File: src/rtl/store_buffer.sv
// Committed-store FIFO between execute and the Memory write port, with youngest-match load forwarding.
// Optional in-place coalescing with the youngest entry is enabled by defining STORE_BUF_COALESCE_EN.
module store_buffer #(
    parameter int DATA_WIDTH = 32,
    parameter int ADDR_WIDTH = 32,
    parameter int DEPTH      = 4
) (
    input  logic                       clk,
    input  logic                       reset,
    input  logic                       st_valid,
    output logic                       st_ready,
    input  logic [ADDR_WIDTH-1:0]      st_addr,
    input  logic [DATA_WIDTH-1:0]      st_data,
    input  logic [ADDR_WIDTH-1:0]      ld_addr,
    output logic                       fwd_hit,
    output logic [DATA_WIDTH-1:0]      fwd_data,
    input  logic                       drain_stall,
    output logic                       mem_write_enable,
    output logic [ADDR_WIDTH-1:0]      mem_write_addr,
    output logic [DATA_WIDTH-1:0]      mem_write_data,
    output logic [$clog2(DEPTH):0]     count,
    output logic                       empty
);
    localparam int PW = $clog2(DEPTH);
    localparam int CW = PW + 1;

    logic [ADDR_WIDTH-1:0] addr_mem [DEPTH];
    logic [DATA_WIDTH-1:0] data_mem [DEPTH];
    logic [PW-1:0]         head, tail, wr_idx;
    logic [CW-1:0]         count_q;
    logic                  full, coalesce_match, st_accept, alloc;

    assign full             = (count_q == CW'(DEPTH));
    assign empty            = (count_q == '0);
    assign count            = count_q;
    assign mem_write_enable = !empty && !drain_stall;
    assign mem_write_addr   = addr_mem[head];
    assign mem_write_data   = data_mem[head];

`ifdef STORE_BUF_COALESCE_EN
    logic [PW-1:0] youngest;
    assign youngest = tail - PW'(1);
    // A lone head that is leaving this cycle cannot absorb the store; it must allocate.
    assign coalesce_match = !empty && (addr_mem[youngest] == st_addr)
                            && !((count_q == CW'(1)) && mem_write_enable);
    assign st_ready       = !full || coalesce_match;
    assign wr_idx         = coalesce_match ? youngest : tail;
`else
    assign coalesce_match = 1'b0;
    assign st_ready       = !full;
    assign wr_idx         = tail;
`endif

    assign st_accept = st_valid && st_ready;
    assign alloc     = st_accept && !coalesce_match;

    // Scan oldest to youngest so the last match seen is the youngest one.
    always_comb begin
        // NOTE: every output of a combinational block gets a default first, so no latch is inferred.
        fwd_hit  = 1'b0;
        fwd_data = '0;
        for (int k = 0; k < DEPTH; k++) begin
            if ((CW'(k) < count_q) && (addr_mem[head + PW'(k)] == ld_addr)) begin
                fwd_hit  = 1'b1;
                fwd_data = data_mem[head + PW'(k)];
            end
        end
    end

    // NOTE: the entry array is not reset; validity comes only from head and count.
    always_ff @(posedge clk) begin
        if (st_accept) begin
            addr_mem[wr_idx] <= st_addr;
            data_mem[wr_idx] <= st_data;
        end
    end

    always_ff @(posedge clk or negedge reset) begin
        if (!reset) begin
            head    <= '0;
            tail    <= '0;
            count_q <= '0;
        end else begin
            // NOTE: sequential state uses non-blocking assignments so every register samples pre-edge values.
            if (mem_write_enable) head <= head + PW'(1);
            if (alloc)            tail <= tail + PW'(1);
            count_q <= count_q + CW'(alloc) - CW'(mem_write_enable);
        end
    end
endmodule

File: config.mk
export PLATFORM = sky130hd
export DESIGN_NAME = store_buffer
export DESIGN_NICKNAME = d
export VERILOG_FILES = /design/src/rtl/store_buffer.sv
export SDC_FILE = /design/constraint.sdc
export NUM_CORES = 1
export LEC_CHECK = 0
export ABC_AREA = 0
export BUFFER_PORTS_ARGS = -buffer_cell sky130_fd_sc_hd__buf_2
export CAP_MARGIN = 40
export CORE_MARGIN = 2
export CORE_UTILIZATION = 64
export CTS_CLUSTER_SIZE = 10
export DETAILED_ROUTE_END_ITERATION = 10
export PLACE_DENSITY_LB_ADDON = 0.1
export SYNTH_ARGS = -nofsm -noshare
export SYNTH_HDL_FRONTEND = slang
export SYNTH_SLANG_ARGS = --single-unit
File: constraint.sdc
create_clock -name clk -period 8.7 [get_ports clk]
set_input_delay 1.305 -clock clk [delete_from_list [all_inputs] [get_ports clk]]
set_output_delay 1.305 -clock clk [all_outputs]
set_load 0.1 [all_outputs]
==> impl_metrics.json <==
{
  "outcome": "completed",
  "dr_total_vias": 12600,
  "grt_start_max_net_pins": 90,
  "drive_gt1_share_pct": 25.9,
  "synth_mux_area_share_pct": 24.1,
  "synth-edff-count": 256,
  "drcViolationCount": 0,
  "power_density_mw_per_mm2": 423,
  "final_common_cell": "edfxtp_1",
  "grt_pass1_vias": 12000,
  "crit_buf_inv": 4,
  "cellLeakagePower_nw": 7.08,
  "cpMostUsedCell": "buf_4",
  "layout_common_cells": "edfxtp_1, buf_2, mux2i_1, a21oi_1, nand2_1",
  "setup_slack_ps": 1570,
  "io_buffer_count": 202,
  "drtAntennaViolNets": 0,
  "cts-hold-fix-buffers": 0,
  "syn_area_mm2": 0.0168,
  "synth-async-reset-ratio_pct": 2.66,
  "synth.top_cell.area_share_pct": 45.8,
  "worstSetupPathType": "reg2out",
  "final_area_mm2": 0.0189,
  "worstSkewPairLatency_ps": 580,
  "vias_per_cell": 6.83,
  "crit_slowest_cell": "dfrtp_4",
  "grt_usage_pct": 32.1,
  "cts_made_buffers": 31,
  "min_path_type": "in2async",
  "yosys_warnings": 0,
  "antenna_found_initial": 8,
  "finalHoldViolCount": 0,
  "pre_cts_slack_ps": 2260,
  "fill_cells": 1818,
  "cts-htree-levels": 1,
  "start_kind": "flip-flop",
  "clk_pin_slew_ps": 50,
  "cpLargestDelayFamily": "buffers and inverters",
  "crit_chain": "buf_12 > mux4_2 > xnor2_1 > o2111ai_1 > a2111oi_1 > and3_1 > buf_4 > a21oi_2 > buf_4 > o21ai_0 > a2bb2oi_1 > buf_2",
  "tns_ps": 0,
  "synth_compound_area_share_pct": 11.2,
  "hpwl_um": 30100,
  "drv_slew": 0,
  "overflow": 0,
  "ys_types": 59,
  "fin_nets": 1593,
  "die_area_mm2": 0.0276,
  "min_period_ps": 7130,
  "grt_pass1_wl_um": 69500,
  "place_area_mm2": 0.0179,
  "slew_headroom_pct": 39.9,
  "drv_cap": 0,
  "fin_worst_skew_ps": 18.7,
  "cts_sinks": 263,
  "yosys.area_share.simple_pct": 6.85,
  "fin_cells": 1851,
  "fp-row-count": 59,
  "synthFlopType": "edfxtp_1",
  "place.gp.congestion": 0.955,
  "synth_area_leaders": "edfxtp_1, mux2i_1, mux4_2, xnor2_1, mux2_2",
  "rsz0062_at_grt": "false",
  "cts_buffer_depth": 3,
  "avgRoutedWirePerCell_um": 24.3,
  "synthCells": 1344,
  "multi_input_area_mm2": 0.00826,
  "cts_tree": "yes",
  "start_util_pct": 64.8,
  "period_share_pct": 81.9,
  "dp.cells": 1785,
  "peakVddDrop_mv": 0.515,
  "synth_top_family_by_area": "multiplexers",
  "die_w_um": 166,
  "seq_area_frac_synth_pct": 46.8,
  "synth_xor_area_share_pct": 6.05,
  "ios": 203,
  "fmax_ghz": 0.140,
  "cp_max_fo": 54,
  "postCtsSetupBuffers": 0,
  "cts-resized-gates": 0,
  "syn_nets": 1453,
  "worstPathRequired_ps": 7390,
  "area_growth_pct": 12.5,
  "critical_path.max_stage_delay_ps": 990,
  "postSynthAreaPerCell_um2": 12.5,
  "yosys.area.top_type": "edfxtp_1",
  "regArea_mm2": 0.00787,
  "synth-seq-cells": 263,
  "synthAdderAreaFrac_pct": 0.715,
  "end_kind": "output pin",
  "drtIter0Drc": 1398,
  "crit_arrival_ps": 5820,
  "setup_viol": 0,
  "drt_wl_total_um": 44900,
  "cts-root-buf": "clkbuf_16",
  "core-area_mm2": 0.0259,
  "worst_pin_slew_ps": 901,
  "floorplan.die.height_um": 166,
  "drt-pass1-iter-count": 5
}
worst register-to-register path, delay by kind of cell, from the launching register on:
kind / cells / cell delay (ps)
DFF: 1 / 450
buffers and inverters: 2 / 810
and+or+nand+nor: 2 / 690
routing by layer:
layer  vias up  GRT usage [%]  wire length (um)
met2       745           50.6             21100
met3        83           5.77              4560
li1       5578              -                 -
met5         -              0                35
met1      6230           46.6             18200
met4         6           8.85              1080
flip-flops by register name (all words and copies together), names as in the netlist:
register and cells:
head 2, count 3, data_mem 128, tail 2, addr_mem 128
power by group:
| part | total [mW] | switching, mW | internal (mW) |
|---|---|---|---|
| combinational | 4.86 | 3.39 | 1.47 |
| sequential | 1.93 | 0.248 | 1.69 |
| clock | 1.21 | 0.505 | 0.707 |
| total | 8.00 | 4.15 | 3.86 |
synth_stat cells (all sizes together) (5+ instances only):
library cell / count
buf: 62
inv: 18
o31ai: 5
nand4: 15
o2111ai: 7
nand3: 38
and3: 10
nor2: 48
nand2: 78
ha: 8
xor2: 43
o21ai: 40
a211o: 30
mux2i: 192
o22ai: 7
mux2: 40
edfxtp: 256
and2: 29
a32oi: 28
xnor2: 73
clkbuf: 59
o221ai: 38
dfrtp: 7
mux4: 74
nor4: 14
a21oi: 80
final timing paths:
path / endpoint / start / depth (start not counted) / slack (ps)
worst min register to register: count[0] / count[0] / 1 / 610
worst max register to register: addr_mem[3][12] / count[1] / 4 / 6340
worst min-delay path: head[1] / reset / 1 / 550
min in group clk: count[0] / count[0] / 1 / 610
worst max-delay path: fwd_data[5] / head[1] / 12 / 1570
max in group asynchronous: head[0] / reset / 1 / 7980
per-stage QoR:
| stage | util (%) | hold WS [ps] | power [mW] |
|---|---|---|---|
| 3_3_place_gp | 68.7 | 595 | 6.63 |
| 4_1_cts | 72.8 | 546 | 7.96 |
| 2_1_floorplan | - | 580 | 5.87 |
| 3_5_place_dp | 69.2 | 604 | 6.73 |
| 6_report | 72.9 | 548 | 8.00 |
| 5_1_grt | 72.9 | 554 | 8.33 |
final cells by class:
class	count	share of cell area [%]
tap	335	2.22
sequential	263	41.6
timing repair buffer	228	7.03
inverter	19	0.377
multi-input combinational	941	43.7
clock inverter	3	0.311
antenna	7	0.0927
clock buffer	55	4.63
cells by family after synthesis:
group	after synthesis
AND/OR/NAND/NOR	242
buffers and inverters	140
flip-flops	263
XOR/XNOR	116
AO/OA/AOI/OAI	268
adder cells (fa/ha/maj)	9
multiplexers	306
No activity file was read; power rests on OpenSTA's default activity.
